## src/rtl/conv11_seq_ctrl_pkg.sv

```systemverilog
// ---------------------------------------------------------------------------
// conv11_pkg
// Shared definitions for the 1x1 convolution sequencer slice.
//   - default geometry constants (map side, output channels, MAC input count)
//   - default tag field widths used by the pipeline tag struct
//   - sequencer state enum
//   - pipeline tag struct {ch, addr} carried alongside each issued pixel
// Note: tag_t is sized by CH_W_DEF/ADDR_W_DEF, so a top-level instance that
// overrides CH_W or ADDR_W must keep them equal to these defaults.
// ---------------------------------------------------------------------------
package conv11_pkg;

   localparam int MAP_SIZE_DEF = 6;
   localparam int OUT_CH_DEF   = 16;
   localparam int IN_CH        = 12;

   localparam int CH_W_DEF     = 4;
   localparam int ADDR_W_DEF   = 6;

   typedef enum logic [1:0] {
      IDLE  = 2'd0,
      RUN   = 2'd1,
      DRAIN = 2'd2,
      DONE  = 2'd3
   } state_t;

   typedef struct packed {
      logic [CH_W_DEF-1:0]   ch;
      logic [ADDR_W_DEF-1:0] addr;
   } tag_t;

endpackage

```

## src/rtl/conv11_seq_ctrl_if.sv

```systemverilog
// ---------------------------------------------------------------------------
// conv11_seq_ctrl_if
// Result stream between the sequencer and the output feature buffer.
//   out_valid  result valid (master -> slave)
//   out_ready  downstream accept (slave -> master)
//   out_data   MAC result, OUT_WIDTH bits
//   out_ch     output-channel tag, CH_W bits
//   out_addr   pixel tag, ADDR_W bits
// A transfer happens on a rising edge where out_valid and out_ready are both
// high; the payload is held stable while out_valid is high and not accepted.
// ---------------------------------------------------------------------------
interface conv11_seq_ctrl_if #(
   parameter int OUT_WIDTH = 32,
   parameter int CH_W      = 4,
   parameter int ADDR_W    = 6
);

   logic                 out_valid;
   logic                 out_ready;
   logic [OUT_WIDTH-1:0] out_data;
   logic [CH_W-1:0]      out_ch;
   logic [ADDR_W-1:0]    out_addr;

   modport master (
      output out_valid,
      output out_data,
      output out_ch,
      output out_addr,
      input  out_ready
   );

   modport slave (
      input  out_valid,
      input  out_data,
      input  out_ch,
      input  out_addr,
      output out_ready
   );

endinterface

```

## src/rtl/conv11_seq_ctrl_addr_gen.sv

```systemverilog
// ---------------------------------------------------------------------------
// conv11_addr_gen
// Pixel / output-channel walk for the 1x1 convolution sequencer.
// Pixel is the inner loop (0..MAP_SIZE^2-1), channel the outer loop
// (0..num_ch-1). On the pixel wrap the channel steps in the same advance, so
// consecutive channels are issued back to back.
// Ports:
//   clk, rst     clock, asynchronous active-high reset
//   clear        force both counters to 0 (used when a run is accepted)
//   advance      step the walk by one pixel
//   num_ch       number of channels in this run (already clamped, >= 1)
//   pix, ch      current pixel address and channel index
//   last_pixel   current pixel is the last one of a channel
//   last_all     current pixel is the last one of the last channel
// ---------------------------------------------------------------------------
module conv11_addr_gen #(
   parameter int MAP_SIZE = 6,
   parameter int ADDR_W   = 6,
   parameter int CH_W     = 4
) (
   input  logic              clk,
   input  logic              rst,
   input  logic              clear,
   input  logic              advance,
   input  logic [CH_W:0]     num_ch,
   output logic [ADDR_W-1:0] pix,
   output logic [CH_W-1:0]   ch,
   output logic              last_pixel,
   output logic              last_all
);

   localparam logic [ADDR_W-1:0] LAST_PIX = ADDR_W'(MAP_SIZE * MAP_SIZE - 1);

   logic [ADDR_W-1:0] pix_q, pix_d;
   logic [CH_W-1:0]   ch_q,  ch_d;

   // End-of-channel and end-of-run flags are decoded from the current count so
   // the caller can act on them in the same cycle the final pixel is issued.
   always_comb begin
      last_pixel = (pix_q == LAST_PIX);
      last_all   = last_pixel && ({1'b0, ch_q} == (num_ch - 1'b1));
   end

   // Next-count logic: after the final pixel of the final channel both
   // counters fall back to 0, so the walk is ready for the next run.
   always_comb begin
      pix_d = pix_q;
      ch_d  = ch_q;
      if (clear) begin
         pix_d = '0;
         ch_d  = '0;
      end else if (advance) begin
         if (last_all) begin
            pix_d = '0;
            ch_d  = '0;
         end else if (last_pixel) begin
            pix_d = '0;
            ch_d  = ch_q + 1'b1;
         end else begin
            pix_d = pix_q + 1'b1;
         end
      end
   end

   // Counter registers.
   always_ff @(posedge clk or posedge rst) begin
      if (rst) begin
         pix_q <= '0;
         ch_q  <= '0;
      end else begin
         pix_q <= pix_d;
         ch_q  <= ch_d;
      end
   end

   assign pix = pix_q;
   assign ch  = ch_q;

endmodule

```

## src/rtl/conv11_seq_ctrl.sv

```systemverilog
// ---------------------------------------------------------------------------
// conv11_seq_ctrl
// Sequencer for the 12-input 1x1 convolution MAC. Walks every output channel
// and every pixel of a MAP_SIZE x MAP_SIZE map, drives the feature-buffer
// read, weight-bank select and MAC enable, and returns MAC results on a
// valid/ready stream tagged with channel and pixel.
// Ports:
//   clk, rst      clock, asynchronous active-high reset
//   start         one-cycle start pulse, accepted only in IDLE
//   cfg_num_ch    channels to run, latched at start, clamped to 1..OUT_CH
//   busy          high from the accepted start until done
//   done          one-cycle pulse the cycle after the last result handshake
//   fm_rd_en      feature-buffer read strobe (stage 0)
//   fm_rd_addr    row-major pixel address
//   w_sel         weight/bias bank select, aligned with mac_en (stage 1)
//   mac_en        MAC enable (stage 1)
//   conv_value    registered MAC result (stage 2)
//   out_if        result stream (master side)
// Build option: define CONV11_SEQ_RELU_EN to clamp negative results to 0 on
// the output; otherwise results pass through unmodified.
// ---------------------------------------------------------------------------
module conv11_seq_ctrl
   import conv11_pkg::*;
#(
   parameter int MAP_SIZE  = MAP_SIZE_DEF,
   parameter int OUT_CH    = OUT_CH_DEF,
   parameter int ADDR_W    = ADDR_W_DEF,
   parameter int CH_W      = CH_W_DEF,
   parameter int OUT_WIDTH = 32
) (
   input  logic                 clk,
   input  logic                 rst,
   input  logic                 start,
   input  logic [CH_W:0]        cfg_num_ch,
   output logic                 busy,
   output logic                 done,
   output logic                 fm_rd_en,
   output logic [ADDR_W-1:0]    fm_rd_addr,
   output logic [CH_W-1:0]      w_sel,
   output logic                 mac_en,
   input  logic [OUT_WIDTH-1:0] conv_value,
   conv11_seq_ctrl_if.master    out_if
);

   state_t          state_q, state_d;
   logic            busy_q, busy_d;
   logic            done_q, done_d;
   logic [CH_W:0]   num_ch_q, num_ch_d;

   logic            s1_valid_q, s1_valid_d;
   tag_t            s1_tag_q, s1_tag_d;
   logic            s2_valid_q, s2_valid_d;
   tag_t            s2_tag_q, s2_tag_d;

   logic            advance;
   logic            issue;
   logic            final_issue;
   logic            accept_start;
   logic [ADDR_W-1:0] pix_cnt;
   logic [CH_W-1:0]   ch_cnt;
   logic            last_pixel;
   logic            last_all;
   logic [OUT_WIDTH-1:0] result;

   // The whole pipeline moves only when the output slot is free or being
   // accepted this cycle; a held result freezes every stage, including the
   // buffer and MAC strobes, so their registered data stays put.
   always_comb begin
      advance      = !(s2_valid_q && !out_if.out_ready);
      issue        = (state_q == RUN) && advance;
      final_issue  = issue && last_pixel && last_all;
      accept_start = (state_q == IDLE) && start;
   end

   conv11_addr_gen #(
      .MAP_SIZE (MAP_SIZE),
      .ADDR_W   (ADDR_W),
      .CH_W     (CH_W)
   ) u_addr_gen (
      .clk        (clk),
      .rst        (rst),
      .clear      (accept_start),
      .advance    (issue),
      .num_ch     (num_ch_q),
      .pix        (pix_cnt),
      .ch         (ch_cnt),
      .last_pixel (last_pixel),
      .last_all   (last_all)
   );

   // Run-level control. The requested channel count is clamped on entry so
   // the walk always covers at least one and at most OUT_CH weight banks.
   // DRAIN ends on the handshake of the final result: stage 1 is already
   // empty and stage 2 holds the last result while out_ready is high.
   always_comb begin
      state_d  = state_q;
      busy_d   = busy_q;
      done_d   = 1'b0;
      num_ch_d = num_ch_q;
      case (state_q)
         IDLE: begin
            if (start) begin
               if (cfg_num_ch == '0) begin
                  num_ch_d = (CH_W+1)'(1);
               end else if (cfg_num_ch > (CH_W+1)'(OUT_CH)) begin
                  num_ch_d = (CH_W+1)'(OUT_CH);
               end else begin
                  num_ch_d = cfg_num_ch;
               end
               busy_d  = 1'b1;
               state_d = RUN;
            end
         end
         RUN: begin
            if (final_issue) begin
               state_d = DRAIN;
            end
         end
         DRAIN: begin
            if (!s1_valid_q && s2_valid_q && out_if.out_ready) begin
               state_d = DONE;
               done_d  = 1'b1;
               busy_d  = 1'b0;
            end
         end
         DONE: begin
            state_d = IDLE;
         end
         default: begin
            state_d = IDLE;
         end
      endcase
   end

   // Pipeline valid/tag shifting. Tags ride with each issued pixel so the
   // result leaving stage 2 is labelled with the channel and pixel it was
   // computed for.
   always_comb begin
      s1_valid_d = s1_valid_q;
      s1_tag_d   = s1_tag_q;
      s2_valid_d = s2_valid_q;
      s2_tag_d   = s2_tag_q;
      if (advance) begin
         s1_valid_d = issue;
         if (issue) begin
            s1_tag_d = '{ch: ch_cnt, addr: pix_cnt};
         end
         s2_valid_d = s1_valid_q;
         if (s1_valid_q) begin
            s2_tag_d = s1_tag_q;
         end
      end
   end

   // State, control outputs and pipeline registers; reset aborts any run in
   // flight without producing a done pulse.
   always_ff @(posedge clk or posedge rst) begin
      if (rst) begin
         state_q    <= IDLE;
         busy_q     <= 1'b0;
         done_q     <= 1'b0;
         num_ch_q   <= '0;
         s1_valid_q <= 1'b0;
         s1_tag_q   <= '0;
         s2_valid_q <= 1'b0;
         s2_tag_q   <= '0;
      end else begin
         state_q    <= state_d;
         busy_q     <= busy_d;
         done_q     <= done_d;
         num_ch_q   <= num_ch_d;
         s1_valid_q <= s1_valid_d;
         s1_tag_q   <= s1_tag_d;
         s2_valid_q <= s2_valid_d;
         s2_tag_q   <= s2_tag_d;
      end
   end

   // Output stage conditioning applied directly to the MAC register, so it
   // adds no latency. The payload is forced to 0 whenever no result is
   // present, which also keeps it at 0 through reset.
   always_comb begin
`ifdef CONV11_SEQ_RELU_EN
      result = conv_value[OUT_WIDTH-1] ? '0 : conv_value;
`else
      result = conv_value;
`endif
   end

   assign busy             = busy_q;
   assign done             = done_q;
   assign fm_rd_en         = issue;
   assign fm_rd_addr       = pix_cnt;
   assign mac_en           = s1_valid_q && advance;
   assign w_sel            = s1_tag_q.ch;
   assign out_if.out_valid = s2_valid_q;
   assign out_if.out_data  = s2_valid_q ? result : '0;
   assign out_if.out_ch    = s2_tag_q.ch;
   assign out_if.out_addr  = s2_tag_q.addr;

endmodule

```

## src/flat_wrapper.sv

```systemverilog
// flat-port wrapper written by rule: the top's interface ports become plain ports
module conv11_seq_ctrl_flat import conv11_pkg::*;
#(
   parameter int MAP_SIZE  = MAP_SIZE_DEF,
   parameter int OUT_CH    = OUT_CH_DEF,
   parameter int ADDR_W    = ADDR_W_DEF,
   parameter int CH_W      = CH_W_DEF,
   parameter int OUT_WIDTH = 32
)
  (clk, rst, start, cfg_num_ch, busy, done, fm_rd_en, fm_rd_addr, w_sel, mac_en, conv_value, out_if_out_valid, out_if_out_data, out_if_out_ch, out_if_out_addr, out_if_out_ready);
  conv11_seq_ctrl_if #(.OUT_WIDTH(OUT_WIDTH), .CH_W(CH_W), .ADDR_W(ADDR_W)) out_if_i ();
  input  logic clk;
  input  logic rst;
  input  logic start;
  input  logic [CH_W:0] cfg_num_ch;
  output logic busy;
  output logic done;
  output logic fm_rd_en;
  output logic [ADDR_W-1:0] fm_rd_addr;
  output logic [CH_W-1:0] w_sel;
  output logic mac_en;
  input  logic [OUT_WIDTH-1:0] conv_value;
  output wire logic [$bits(out_if_i.out_valid)-1:0] out_if_out_valid;
  output wire logic [$bits(out_if_i.out_data)-1:0] out_if_out_data;
  output wire logic [$bits(out_if_i.out_ch)-1:0] out_if_out_ch;
  output wire logic [$bits(out_if_i.out_addr)-1:0] out_if_out_addr;
  input wire logic [$bits(out_if_i.out_ready)-1:0] out_if_out_ready;
  assign out_if_out_valid = out_if_i.out_valid;
  assign out_if_out_data = out_if_i.out_data;
  assign out_if_out_ch = out_if_i.out_ch;
  assign out_if_out_addr = out_if_i.out_addr;
  assign out_if_i.out_ready = out_if_out_ready;
  conv11_seq_ctrl #(.MAP_SIZE(MAP_SIZE), .OUT_CH(OUT_CH), .ADDR_W(ADDR_W), .CH_W(CH_W), .OUT_WIDTH(OUT_WIDTH)) u_core (.clk(clk), .rst(rst), .start(start), .cfg_num_ch(cfg_num_ch), .busy(busy), .done(done), .fm_rd_en(fm_rd_en), .fm_rd_addr(fm_rd_addr), .w_sel(w_sel), .mac_en(mac_en), .conv_value(conv_value), .out_if(out_if_i));
endmodule
```

## config.mk

```make
export PLATFORM = sky130hd
export DESIGN_NAME = conv11_seq_ctrl_flat
export DESIGN_NICKNAME = d
export VERILOG_FILES = /design/src/rtl/conv11_seq_ctrl_pkg.sv /design/src/rtl/conv11_seq_ctrl_if.sv /design/src/rtl/conv11_seq_ctrl_addr_gen.sv /design/src/rtl/conv11_seq_ctrl.sv /design/src/flat_wrapper.sv
export SDC_FILE = /design/constraint.sdc
export NUM_CORES = 1
export LEC_CHECK = 0
export ABC_AREA = 1
export BUFFER_PORTS_ARGS = -buffer_cell sky130_fd_sc_hd__buf_4
export CORE_MARGIN = 5
export CORE_UTILIZATION = 51
export CTS_CLUSTER_SIZE = 12
export DETAILED_ROUTE_END_ITERATION = 16
export GPL_TIMING_DRIVEN = 1
export HOLD_SLACK_MARGIN = 0.03
export PLACE_DENSITY = 0.83
export SLEW_MARGIN = 20
export SYNTH_ARGS = -nofsm -noshare
export SYNTH_HDL_FRONTEND = slang
export SYNTH_SLANG_ARGS = --single-unit
```

## constraint.sdc

```tcl
create_clock -name clk -period 3.05 [get_ports clk]
set_clock_uncertainty 0.1 [all_clocks]
set_input_delay 0.1525 -clock clk [delete_from_list [all_inputs] [get_ports clk]]
set_output_delay 0.1525 -clock clk [all_outputs]
set_load 0.01 [all_outputs]
```

======== After elaboration in Yosys (flattened, before gate mapping) ========
Index checks and enable logic that the tools add are counted.
operators by class
  add/sub/neg operators ................... 3
  order comparisons ....................... 1
  equal/unequal tests ..................... 8
  multiplexer cells ....................... 20
  bitwise logic cells ..................... 1
  reduce and logical (&&, ||, !) cells .... 23
operator list
  cell                                                    number
  two-way mux 32 bit                                      1
  two-way mux 6 bit                                       4
  two-way mux 4 bit                                       4
  two-way mux 5 bit                                       2
  logical AND 1 bit                                       9
  case mux 2 bit (4 select lines)                         1
  AND reduction 2 bit                                     4
  adder 6 x 1 -> 6 bit (second input constant)            1
  equality test 6 bit (second input constant)             1
  two-way mux 2 bit                                       3
  AND reduction 3 bit                                     2
  equality test 4 x 5 -> 1 bit                            1
  greater-than comparator 5 bit (second input constant)   1
  logical NOT 5 bit                                       1
  subtractor 5 x 1 -> 5 bit (second input constant)       1
  adder 4 x 1 -> 4 bit (second input constant)            1
  equality test 2 bit (second input constant)             2
  two-way mux 1 bit                                       4
  inequality test 2 x 1 -> 1 bit (second input constant)  2
  nonzero test 2 bit                                      2
  logical NOT 1 bit                                       3
  nonzero test 3 bit                                      1
  equality test 2 x 1 -> 1 bit (second input constant)    1
  logical NOT 2 bit                                       1
  3 further kinds                                         3
storage, ports and cells
  flip-flop bits (word level) ............. 41
  input bits .............................. 41
  output and inout port bits .............. 57
  logic and storage cells ................. 68

======== Depth between registers and ports, before layout ========
  depth after elaboration ................. 8
  depth in mapped cells ................... 13
  mapped depth without buffers ............ 13

======== Hierarchy ========
Synthesis repeated with hierarchy kept, for this count alone.
second synthesis, totals
  cell total of the unflattened synthesis .. 331
  area, all modules ....................... 2453.6 sq um
modules (own cells, without submodules)
  module           instances  cells each  area each (sq um)  sequential area each (sq um)
  conv11_seq_ctrl  1          210         1674.1             775.7
  conv11_addr_gen  1          121         779.5              250.2

======== Least setup slack after synthesis ========
Ideal clock, no wire load.
  path kind ............................... register -> register
  start ................................... register u_core.num_ch_q[0]
  end ..................................... register u_core.state_q[0]
  setup time .............................. 117 ps
  data arrival time ....................... 1331 ps
  required time ........................... 2833 ps
  slack ................................... 1502 ps
  cell stages (with the launch flop) ...... 14
  path buffers ............................ 0
  clock period less this slack ............ 1548 ps
  cells stage by stage .................... dfrtp_1 -> inv_2 -> ha_1 -> inv_1 -> nand2_1 -> nand2_1 -> nor2_1 -> nand2_1 -> nor2_1 -> nand3_1 -> nand2_1 -> nand2_1 -> nand2_1 -> nand2_1
between the ends
  cells in the longest elaborated chain, start to end .. 6
ends and longest elaborated chain
  what                                             RTL line                        RTL
  from (decl)                                      conv11_seq_ctrl.sv:48           logic [CH_W:0] num_ch_q, num_ch_d;
  from (signal assigned)                           conv11_seq_ctrl.sv:171          num_ch_q <= num_ch_d;
  subtractor 5 x 1 -> 5 bit                        conv11_seq_ctrl_addr_gen.sv:41  last_all = last_pixel && ({1'b0, ch_q} == (num_ch - 1'b1));
  equality test 4 x 5 -> 1 bit                     conv11_seq_ctrl_addr_gen.sv:41
  logical AND 1 bit                                conv11_seq_ctrl_addr_gen.sv:41
  logical AND 1 bit                                conv11_seq_ctrl.sv:71           final_issue = issue && last_pixel && last_all;
  inequality test 2 x 1 -> 1 bit (no source line)  -
  AND reduction 3 bit (no source line)             -
  to (signal assigned)                             conv11_seq_ctrl.sv:168          state_q <= state_d;
  to (decl)                                        conv11_seq_ctrl.sv:45           state_t state_q, state_d;
No other way between the ends.
A chain may end at the register's enable or synchronous reset.

======== Worst setup path in the final report ========
  start ................................... register u_core.state_q[0]
  end ..................................... register u_core.u_addr_gen.ch_q[2] (netlist: u_core.u_addr_gen.ch[2])
between the ends
  cells in the longest elaborated chain, start to end .. 4
  elaborated cells between the ends (all ways) .. 8
  classes of those cells .................. eq/ne (1); mux (1); reduce/logical (6)
ends and longest elaborated chain
  what                                                                              RTL line                                      RTL
  equality test 2 x 1 -> 1 bit / logical NOT 2 bit (equally long branches)          conv11_seq_ctrl.sv:70, conv11_seq_ctrl.sv:72
  logical AND 1 bit (on tied branches)                                              conv11_seq_ctrl.sv:70, conv11_seq_ctrl.sv:72
  nonzero test 2 bit (no source line) / nonzero test 3 bit (equally long branches)  -
  AND reduction 2 bit (no source line)                                              -
  to (signal assigned)                                                              conv11_seq_ctrl_addr_gen.sv:72                ch_q <= ch_d;
  to (decl)                                                                         conv11_seq_ctrl_addr_gen.sv:35                logic [CH_W-1:0] ch_q, ch_d;
Several ways; a longest one is shown, not always the timed one.

==> impl_metrics.json <==
{
  "synth_area_leader_cell": "dfrtp_1",
  "crit_arrival_ns": 1.90,
  "p_per_area_nw_per_um2": 916,
  "grt_overflow": 0,
  "min_to": "u_core.num_ch_q[1]",
  "start_util": 0.528,
  "worstReg2RegEnd": "u_core.u_addr_gen.ch[2]",
  "synth_top_area_share": 0.443,
  "sequentialPowerShare": 0.330,
  "io_pins": 98,
  "cp_data_required_time_ns": 3.12,
  "synth_flop_cell": "dfrtp_1",
  "p_int_mw": 1.60,
  "synth_edf_count": 0,
  "slew_headroom": 0.667,
  "ys_warn_count": 0,
  "portBuffers": 97,
  "stdcell_count": 464,
  "postRouteAntennaNets": 0,
  "area_growth_pct": 37.1,
  "synth_seq_cells": 41,
  "vias": 2214,
  "root_buffer": "clkbuf_8",
  "die_area_sq_um": 5990,
  "wl_microns": 5700,
  "cts_tree": "built",
  "grt_pass1_vias": 2125,
  "yosys.area_share.simple": 0.265,
  "critPathMaxStageDelay_ns": 0.41,
  "worstHoldPathType": "primary input to register",
  "num_rows": 24,
  "syn_area_per_cell_sq_um": 7.38,
  "syn_inst": 314,
  "multi_input_area_sq_um": 917,
  "synthXorXnorAreaFrac": 0.00756,
  "drt-initial-drc-count": 69,
  "grt_start_max_net_pins": 42,
  "cts_max_path_buffers": 2,
  "rsz0062_at_grt": "no",
  "drive_gt1_frac": 0.311,
  "fin_nets": 458,
  "synthTopCellsByCount": "93 x nand2_1, 66 x inv_1, 41 x dfrtp_1, 22 x o21ai_0, 16 x nor2_1",
  "timing.rr.start": "u_core.state_q[0]",
  "clock.fmax_mhz": 547,
  "r2r_slack_ns": 1.22,
  "rr_worst_depth": 7,
  "power_mw": 2.91,
  "cp-start-kind": "register",
  "period_minus_slack_ns": 1.83,
  "worst_slew_pin_slew_ns": 0.500,
  "muxShareOfSynthArea": 0,
  "antenna_found_initial": 0,
  "viasPerCell": 4.77,
  "htree_levels": 2,
  "drt-pass1-iter-count": 4,
  "swShare": 0.450,
  "crit_chain": "inv_1, ha_1, nand2_1, inv_2, nor2_1, nor2_2, o22ai_1",
  "fillers": 369,
  "synth_area_sq_um": 2320,
  "cts_resized": 0,
  "pwr-share-clk": 0.124,
  "postCtsSetupBuffers": 0,
  "yosysUniqueCellTypes": 26,
  "die_x_microns": 77.4,
  "yosys.area_share.adder": 0.0324,
  "place.gp.congestion": 0.860,
  "drv_cap": 0,
  "clock_sinks": 41,
  "cp_slowest_cell": "dfrtp_1",
  "final.setup.tns_ns": 0,
  "holdPathStages": 3,
  "ys_seq_area_frac": 0.443,
  "core_sq_um": 4380,
  "grtUsageTotal": 0.189,
  "synth_area_leaders": "dfrtp_1 44%, nand2_1 15%, inv_1 11%",
  "dp_hpwl_microns": 4610,
  "grt_pass1_wl_microns": 9500,
  "synth_compound_area_frac": 0.0913,
  "syn_nets": 361,
  "leakagePower_nw": 1.89,
  "path_max_fanout": 7,
  "peakVddDrop_uv": 527,
  "status": "finished clean",
  "hold_viol": 0,
  "min-delay-start": "cfg_num_ch[1]",
  "antenna_cells": 0,
  "dp.cells": 453,
  "synth_top_family_by_area": "simple AND/OR/NAND/NOR gates",
  "switchingPower_mw": 1.31,
  "regArea_sq_um": 1030,
  "post_drt_wl_per_cell_microns": 12.3,
  "p_comb_frac": 0.546,
  "cts-hold-fix-buffers": 3,
  "min_period_over_period": 0.600,
  "cts_buffers": 5,
  "critPathKind": "register to register",
  "hold_slack_ns": 0.0437,
  "synthArstFlopShare": 1.00,
  "clkTransAtPathRegs_ns": 0.08,
  "setup_violations": 0,
  "yosysMostFrequentCell": "nand2_1",
  "die_h_microns": 77.4,
  "insertion_delay_ns": 0.29,
  "slew_violations": 0,
  "end_kind": "register",
  "drc": 0
}
[worst max-delay path by stage]
stage / from / end / slack, ns / depth (start not counted)
2_1_floorplan: u_core.num_ch_q[0] / u_core.state_q[0] / 1.50 / 13
3_3_place_gp: u_core.state_q[0] / u_core.u_addr_gen.ch[3] / 1.32 / 7
3_5_place_dp: u_core.state_q[0] / u_core.u_addr_gen.ch[3] / 1.28 / 7
4_1_cts: u_core.state_q[1] / fm_rd_en / 1.22 / 5
5_1_grt: u_core.num_ch_q[0] / u_core.state_q[0] / 1.06 / 13
6_report: u_core.state_q[0] / u_core.u_addr_gen.ch[2] / 1.22 / 7
[area by class of cell]
cell class / instances / share of cell area
well taps: 52 / 0.0205
clock inverters: 3 / 0.00788
multi-input cells: 183 / 0.289
inverters: 78 / 0.0946
clock buffers: 5 / 0.0217
repair buffers: 102 / 0.243
flip-flops and latches: 41 / 0.323
[cells by family (layout without fill, tap and decap cells)]
family | after synthesis | after routing
AND/OR/NAND/NOR | 135 | 135
AO/OA/AOI/OAI | 40 | 40
buffers and inverters | 90 | 188
flip-flops | 41 | 41
adder cells (fa/ha/maj) | 6 | 6
XOR/XNOR | 2 | 2
[registers in the layout, summed over array words and instances (netlist names)]
signal                   count
u_core.done                  1
u_core.out_if.out_addr       6
u_core.out_if.out_ch         4
u_core.busy                  1
u_core.s1_tag_q              6
u_core.u_addr_gen.ch         4
u_core.state_q               2
u_core.out_if.out_valid      1
u_core.w_sel                 4
u_core.s1_valid_q            1
u_core.u_addr_gen.pix        6
u_core.num_ch_q              5
[cells in the final DEF (no fill, tap or decap)]
master         count
clkinvlp_4         1
nor2_1            16
xor2_1             1
clkinv_4           1
nor2_2             2
o21ai_1            4
buf_4             99
nor3_2             2
o21ai_0           22
clkbuf_8           5
nor2_8             3
a31oi_1            1
inv_1             66
inv_6              2
dlygate4sd3_1      3
a21oi_1            5
nand2_1           93
nand4_1            4
ha_1               6
nor2_4             1
inv_4              1
inv_2             10
o22ai_1            8
nand3_2            1
nand3_1           13
dfrtp_1           41
xnor2_1            1
[per-stage QoR]
step	utilization	setup slack [ns]	area, sq um
CTS	0.724	1.22	3180
global placement	0.696	1.32	3050
floorplan	-	1.50	2320
global route	0.724	1.06	3180
finish	0.724	1.22	3180
detailed placement	0.696	1.28	3050
[routing by layer]
layer	part of all wire	track usage	vias to the layer above
met5	0	0	-
li1	-	-	1142
met1	0.40	0.223	982
met2	0.51	0.342	84
met3	0.088	0.0567	6
met4	0.0070	0.0344	0
[power by group through the flow]
stage	registers, mW	clock network [mW]	logic [mW]
6_report	0.958	0.361	1.59
2_1_floorplan	0.948	0	1.03
5_1_grt	0.989	0.401	1.79
4_1_cts	0.955	0.370	1.61
3_5_place_dp	0.967	0	1.60
3_3_place_gp	0.956	0	1.56
[critical path: cells and delay by family, from the launching register on]
family,cells,cell delay [ns]
and+or+nand+nor,3,0.57
buffers and inverters,2,0.34
DFF,1,0.41
AOI/OAI and AO/OA,1,0.13
adders and majority gates,1,0.17
(Power assumes the default switching activity.)
